<file path="src/rtl/serseq_pkg.sv">
// Shared definitions for the serial adder sequencer.
// State encoding and counter sizing helper.
package serseq_pkg;

    localparam logic [1:0] ST_IDLE  = 2'd0;
    localparam logic [1:0] ST_SHIFT = 2'd1;
    localparam logic [1:0] ST_FLUSH = 2'd2;
    localparam logic [1:0] ST_DONE  = 2'd3;

    function automatic int cnt_w(input int width);
        return (width > 1) ? $clog2(width) : 1;
    endfunction

endpackage

</file>
<file path="src/rtl/serseq_shift_reg.sv">
// Right-shifting register with parallel load and serial input.
// Serves as PISO for operands and SIPO for the serial sum.
module serseq_shift_reg #(
    parameter int W = 4
) (
    input  logic         clk_i,
    input  logic         rst_ni,
    input  logic         load_i,
    input  logic         shift_i,
    input  logic         sin_i,
    input  logic [W-1:0] pin_i,
    output logic [W-1:0] q_o
);

    logic [W-1:0] sh_q, sh_d;

    always_comb begin
        sh_d = sh_q;
        if (load_i) begin
            sh_d = pin_i;
        end else if (shift_i) begin
            sh_d = {sin_i, sh_q[W-1:1]};
        end
    end

    always_ff @(posedge clk_i or negedge rst_ni) begin
        if (!rst_ni) begin
            sh_q <= '0;
        end else begin
            sh_q <= sh_d;
        end
    end

    assign q_o = sh_q;

endmodule

</file>
<file path="src/rtl/serial_adder_sequencer.sv">
// Parallel-side sequencer for a bit-serial Mealy adder.
// Optional SERSEQ_CARRY_OUT_EN adds a FLUSH cycle capturing the carry-out.
module serial_adder_sequencer
    import serseq_pkg::*;
#(
    parameter int WIDTH = 4
) (
    input  logic             clock,
    input  logic             reset,
    input  logic             start,
    input  logic [WIDTH-1:0] a,
    input  logic [WIDTH-1:0] b,
    input  logic             s,
    output logic             x,
    output logic             y,
    output logic             add_clr,
    output logic             busy,
    output logic             done,
    output logic [WIDTH:0]   sum
);

    localparam int CW = cnt_w(WIDTH);

    logic [1:0]       state_q, state_d;
    logic [CW-1:0]    cnt_q, cnt_d;
    logic [WIDTH:0]   sum_q, sum_d;
    logic [WIDTH-1:0] a_q, b_q, sum_sh_q;
    logic             load, shift_en, last;
    logic             unused_bits;

    assign load     = (state_q == ST_IDLE) && start;
    assign shift_en = (state_q == ST_SHIFT);
    assign last     = shift_en && (cnt_q == CW'(WIDTH - 1));

    serseq_shift_reg #(.W(WIDTH)) u_a_sh (
        .clk_i   (clock),
        .rst_ni  (reset),
        .load_i  (load),
        .shift_i (shift_en),
        .sin_i   (1'b0),
        .pin_i   (a),
        .q_o     (a_q)
    );

    serseq_shift_reg #(.W(WIDTH)) u_b_sh (
        .clk_i   (clock),
        .rst_ni  (reset),
        .load_i  (load),
        .shift_i (shift_en),
        .sin_i   (1'b0),
        .pin_i   (b),
        .q_o     (b_q)
    );

    serseq_shift_reg #(.W(WIDTH)) u_sum_sh (
        .clk_i   (clock),
        .rst_ni  (reset),
        .load_i  (1'b0),
        .shift_i (shift_en),
        .sin_i   (s),
        .pin_i   ('0),
        .q_o     (sum_sh_q)
    );

    always_comb begin
        state_d = state_q;
        unique case (state_q)
            ST_IDLE:  if (start) state_d = ST_SHIFT;
`ifdef SERSEQ_CARRY_OUT_EN
            ST_SHIFT: if (last) state_d = ST_FLUSH;
`else
            ST_SHIFT: if (last) state_d = ST_DONE;
`endif
            ST_FLUSH: state_d = ST_DONE;
            ST_DONE:  state_d = ST_IDLE;
            default:  state_d = ST_IDLE;
        endcase
    end

    always_comb begin
        cnt_d = cnt_q;
        if (load) begin
            cnt_d = '0;
        end else if (shift_en) begin
            cnt_d = cnt_q + CW'(1);
        end
    end

    // The final sum bit arrives on s in the same cycle the result is latched.
    always_comb begin
        sum_d = sum_q;
`ifdef SERSEQ_CARRY_OUT_EN
        if (state_q == ST_FLUSH) begin
            sum_d = {s, sum_sh_q};
        end
`else
        if (last) begin
            sum_d = {1'b0, s, sum_sh_q[WIDTH-1:1]};
        end
`endif
    end

    always_ff @(posedge clock or negedge reset) begin
        if (!reset) begin
            state_q <= ST_IDLE;
            cnt_q   <= '0;
            sum_q   <= '0;
        end else begin
            state_q <= state_d;
            cnt_q   <= cnt_d;
            sum_q   <= sum_d;
        end
    end

    assign x       = shift_en & a_q[0];
    assign y       = shift_en & b_q[0];
    assign add_clr = shift_en | (state_q == ST_FLUSH);
    assign busy    = add_clr;
    assign done    = (state_q == ST_DONE);
    assign sum     = sum_q;

`ifdef SERSEQ_CARRY_OUT_EN
    assign unused_bits = ^{a_q[WIDTH-1:1], b_q[WIDTH-1:1]};
`else
    assign unused_bits = ^{a_q[WIDTH-1:1], b_q[WIDTH-1:1], sum_sh_q[0]};
`endif

endmodule

</file>
<file path="config.mk">
export PLATFORM = sky130hd
export DESIGN_NAME = serial_adder_sequencer
export DESIGN_NICKNAME = d
export VERILOG_FILES = /design/src/rtl/serseq_pkg.sv /design/src/rtl/serseq_shift_reg.sv /design/src/rtl/serial_adder_sequencer.sv
export SDC_FILE = /design/constraint.sdc
export NUM_CORES = 1
export LEC_CHECK = 0
export CORE_ASPECT_RATIO = 1.2
export CORE_MARGIN = 1.5
export CORE_UTILIZATION = 40
export DETAILED_ROUTE_END_ITERATION = 6
export PLACE_DENSITY = 0.66
export SYNTH_ARGS = -nofsm -noshare
export SYNTH_HDL_FRONTEND = slang
export SYNTH_SLANG_ARGS = --single-unit
</file>
<file path="constraint.sdc">
create_clock -name clock -period 3.2 [get_ports clock]
set_input_delay 0.64 -clock clock [delete_from_list [all_inputs] [get_ports clock]]
set_output_delay 0.64 -clock clock [all_outputs]
set_load 0.05 [all_outputs]
</file>
## Yosys cells after proc, flatten, opt, wreduce, memory -nomap -nowiden

Index checks and enable logic that the tools add are counted.

- Flip-flop bits (word level): 20
- Input bits: 12
- Output and inout bits: 10
- Word-level logic and storage cells: 30

- Add/sub/neg operators: 1
- Equal/unequal tests: 6
- Mux-type cells: 9
- Bitwise logic cells: 3
- Reduce and logical (&&, ||, !) cells: 5

Operators with widths:

| operator | count |
|---|---|
| 2-to-1 mux 4 bit | 4 |
| 2-to-1 mux 2 bit | 4 |
| case mux 2 bit (4 select lines) | 1 |
| equality test 2 bit (second input constant) | 3 |
| adder 2 x 1 -> 2 bit (second input constant) | 1 |
| AND 1 bit | 2 |
| equality test 2 x 1 -> 1 bit (second input constant) | 1 |
| logical AND 1 bit | 2 |
| logical NOT 2 bit | 1 |
| inequality test 2 x 1 -> 1 bit (second input constant) | 1 |
| inequality test 2 bit (second input constant) | 1 |
| AND reduction 2 bit | 1 |
| nonzero test 2 bit | 1 |
| OR 1 bit | 1 |

## Depth between registers and ports, before layout

- Depth in word-level cells: 4
- Mapped depth: 7
- Gate-level depth less buffers: 5

## By module

A second synthesis with hierarchy kept.

- Cells, all modules: 87
- Area, all modules: 1002.2 sq um

By module, submodules not included:

| module | times used | cells each | area each (sq um) | sequential area each (sq um) |
|---|---|---|---|---|
| serseq_shift_reg | 3 | 17 | 186.4 | 100.1 |
| serial_adder_sequencer | 1 | 36 | 442.9 | 200.2 |

## Worst setup path before layout

No wires, ideal clock.

- Path type: flip-flop to output port
- Start point: register state_q[1]
- End point: output port x
- Data arrival time: 1.312 ns
- Data required time: 2.560 ns
- Path slack: 1.248 ns
- Stages on the path, launching flop included: 6
- Path buffers: 2
- Path through: dfrtp_1 -> inv_1 -> ha_1 -> buf_6 -> buf_8 -> and2_1

- Longest elaborated chain between the ends: 2

RTL lines:

| element | line | RTL |
|---|---|---|
| from (decl) | serial_adder_sequencer.sv:24 | `logic [1:0] state_q, state_d;` |
| from (signal assigned) | serial_adder_sequencer.sv:109 | `state_q <= state_d;` |
| equality test 2 x 1 -> 1 bit | serial_adder_sequencer.sv:32 | `assign shift_en = (state_q == ST_SHIFT);` |
| AND 1 bit | serial_adder_sequencer.sv:115 | `assign x = shift_en & a_q[0];` |
| to (decl) | serial_adder_sequencer.sv:14 | `output logic x,` |

No other way between the ends.

## Final worst setup path

- Start point: register state_q[1]
- End point: output port y

- Longest elaborated chain between the ends: 2

RTL lines:

| element | line | RTL |
|---|---|---|
| equality test 2 x 1 -> 1 bit | serial_adder_sequencer.sv:32 |  |
| AND 1 bit | serial_adder_sequencer.sv:116 | `assign y = shift_en & b_q[0];` |
| to (decl) | serial_adder_sequencer.sv:15 | `output logic y,` |

No other way between the ends.

==> summary.json <==
{
  "status": {
    "outcome": "completed"
  },
  "critical_path": {
    "regToRegStartpoint": "state_q[1]",
    "worst-setup-path-type": "reg2out",
    "critPathArrivalTime_ns": 2.15,
    "worst_setup_start_kind": "flop",
    "max_stage_delay_ns": 0.79,
    "path_buf_inv": 2,
    "critPathRequiredTime_ns": 2.56,
    "critical_path.top_delay_family": "buffers and inverters",
    "cpMaxStageDelayCell": "sky130_fd_sc_hd__clkdlybuf4s50_1",
    "path_max_fanout": 8,
    "series_of_cell_instances_along_the_critical_path": "inv_1 > ha_1 > and2_1 > clkdlybuf4s50_1",
    "startpoint": "state_q[1]",
    "critPathCaptureType": "output pin"
  },
  "pwr": {
    "power_density_nw_per_um2": 1130,
    "peakVddDrop_v": 0.000612,
    "leakage_nw": 0.516,
    "post-layout-total-power_mw": 1.29
  },
  "cts": {
    "cts_post_setup_buffers_inserted": 0,
    "clock_tree_from_tritoncts": "yes",
    "clockBufferDepth": 2,
    "cts.reportedPaths.clkPinSlew_ns": 0.10,
    "cts_max_level": 1,
    "clock_latency_reported_for_the_late_side_of_the_worst_skew_pair_ns": 0.29,
    "post_cts_resize_count": 0,
    "hold_buffers": 0,
    "tritoncts_num_sinks": 19,
    "clockRootBuffer": "sky130_fd_sc_hd__clkbuf_4",
    "cts_inserted_buffers": 3
  },
  "sta": {
    "post-route-period-util_pct": 87.3,
    "total_negative_setup_slacks_ns": 0,
    "setup_repair_after_global_routing_missed_its_margin": "no",
    "finalMaxSlewViolations": 0,
    "timing_worst_slew_pin_value_ns": 0.853,
    "setup_violations": 0,
    "final.setup.worst_slack_ns": 0.405,
    "finalHoldViolCount": 0,
    "slew_headroom_pct": 42.9,
    "maximum_clock_frequency_mhz": 358,
    "worst_hold_slack_ns": 0.517,
    "tmin_final_ns": 2.79,
    "clock_skew_ns": 0.00367
  },
  "hold_path": {
    "hp-class": "reg2reg",
    "min-delay-start": "sum[3]"
  },
  "final_layout": {
    "multi_input_comb_area_um2": 377,
    "flow.area_growth_from_synthesis_pct": 22.5,
    "layout.core_utilization_pct": 50.6,
    "ff_latch_area_um2": 475,
    "finalNetCount": 114,
    "num-fill-cells": 205,
    "layout-drive-gt1-share_pct": 16.7,
    "diodes": 0
  },
  "flow_run": {
    "max_cap_violations": 0
  },
  "routing": {
    "route.vias.total": 579,
    "routedWlPerCell_um": 11.8,
    "drtAntennaViolNets": 0,
    "first_iter_violations": 4,
    "drc_errors": 0,
    "detail_route.first_pass.iterations": 3,
    "detail_route.wirelength_mm": 1.50,
    "detail_route.vias_per_cell": 4.56
  },
  "yosys": {
    "synthesis.area_per_instance_um2": 12.1,
    "synth_area_um2": 933,
    "yosys.area.top_type_share_pct": 50.9,
    "synth_seq_area_share_pct": 50.9,
    "yosys_warnings": 0,
    "synth.largest_area_cell": "sky130_fd_sc_hd__dfrtp_1",
    "synth.ff_latch_count": 19,
    "gate_count_of_the_mapped_netlist": 77,
    "netlist_top_cells_area": "sky130_fd_sc_hd__dfrtp_1 51%, sky130_fd_sc_hd__mux2i_1 8.6%, sky130_fd_sc_hd__mux2_2 8.4%",
    "syn_nets": 94,
    "synth.lib_cells_used.distinct": 19
  },
  "global_routing": {
    "grt_max_degree": 20,
    "grt_pass1_vias": 578,
    "number_of_antenna_violations_at_the_first_check_in_global_routing": 0,
    "grt-ovfl-total": 0,
    "global_route.usage.total_pct": 13.4,
    "first_pass_grt_wire_length_mm": 2.53
  },
  "place": {
    "dp_hpwl_mm": 1.11,
    "placement.io_buffers": 20,
    "dp_worst_setup_slack_ns": 0.722,
    "gp_congestion": 0.725
  },
  "floorplanning": {
    "floorplan.core_area_um2": 2260,
    "standard_cell_rows": 19,
    "die_outline_area_um2": 2630,
    "io_pins": 22,
    "height_of_the_chip_um": 55.9,
    "start_util_pct": 41.3,
    "dieWidth_um": 47.1
  }
}
[where the power goes]
group | internal (mW) | switching [mW] | total (mW) | leakage [nW]
registers | 0.352 | 0.0647 | 0.416 | 0.235
clock network | 0.0464 | 0.0689 | 0.115 | 0.0177
logic | 0.315 | 0.446 | 0.762 | 0.263
total | 0.714 | 0.580 | 1.29 | 0.516
[state kept, by name, summed over array words and instances (netlist names)]
name / flops
cnt_q: 2
u_sum_sh.q_o: 3
state_q: 2
sum: 4
u_b_sh.q_o: 4
u_a_sh.q_o: 4
[final cells by class]
class                           count  area share, %
Clock buffer                        3           1.97
Clock inverter                      1          0.438
Inverter                            4           1.53
Multi-Input combinational cell     48           32.9
Sequential cell                    19           41.6
Tap cell                           31           3.39
Timing Repair Buffer               21           18.2
[layer usage]
layer	part of all wire, %	vias up	routed length [um]	global-route usage (%)
li1	-	287	-	-
met1	49	276	737	20.0
met2	46	14	684	18.2
met3	4.5	2	67	2.92
met4	0.67	0	10	5.95
met5	0	-	0	0
[synth_stat cells]
cell / n
sky130_fd_sc_hd__and2_1: 3
sky130_fd_sc_hd__buf_4: 2
sky130_fd_sc_hd__buf_6: 3
sky130_fd_sc_hd__buf_8: 1
sky130_fd_sc_hd__conb_1: 1
sky130_fd_sc_hd__dfrtp_1: 19
sky130_fd_sc_hd__ha_1: 5
sky130_fd_sc_hd__inv_1: 3
sky130_fd_sc_hd__inv_4: 1
sky130_fd_sc_hd__mux2_2: 7
sky130_fd_sc_hd__mux2_4: 1
sky130_fd_sc_hd__mux2i_1: 8
sky130_fd_sc_hd__nand2_1: 10
sky130_fd_sc_hd__nand2_4: 1
sky130_fd_sc_hd__nor2_1: 2
sky130_fd_sc_hd__o21ai_0: 2
sky130_fd_sc_hd__o21ai_1: 6
sky130_fd_sc_hd__o22ai_2: 1
sky130_fd_sc_hd__xnor2_1: 1
[per-stage QoR]
step                      cell area [um2]  std cells
final                                1140        127
after detailed placement             1120        123
after global routing                 1140        127
after floorplan                       933         77
after CTS                            1140        127
after global placement               1120        123
[final timing paths]
kind,endpoint,slack [ns],depth (start not counted)
max,y,0.41,4
min,sum[3],0.52,1
max reg2reg,state_q[1],1.38,6
min reg2reg,sum[3],0.52,1
max in group asynchronous,u_a_sh.q_o[3],1.85,1
min in group asynchronous,cnt_q[1],0.83,1
[worst register-to-register path, cell delays in order, from the launching register on]
cell,delay (ns)
sky130_fd_sc_hd__dfrtp_1,0.43
sky130_fd_sc_hd__inv_1,0.09
sky130_fd_sc_hd__ha_1,0.37
sky130_fd_sc_hd__buf_4,0.28
sky130_fd_sc_hd__inv_4,0.05
sky130_fd_sc_hd__o22ai_2,0.17
sky130_fd_sc_hd__mux2_4,0.33
[cell families (layout without fill, tap and decap cells)]
logic type,Yosys count,after routing,synth area share [%]
adders and majority gates,5,5,6.70
and+or+nand+nor,16,16,8.04
DFF,19,19,50.9
other,1,1,0.402
muxes,16,16,18.6
buffers and inverters,10,29,8.71
xor gates and xnor gates,1,1,0.939
AOI/OAI and AO/OA,9,9,5.63
[cells in the final DEF (no fill, tap or decap), drive strengths merged, types with 2 or more instances in the layout]
cell,n
and2,3
clkbuf,3
clkdlybuf4s50,20
dfrtp,19
ha,5
inv,4
mux2,8
mux2i,8
nand2,11
nor2,2
o21ai,8
Power figures use the tool's default switching activity.
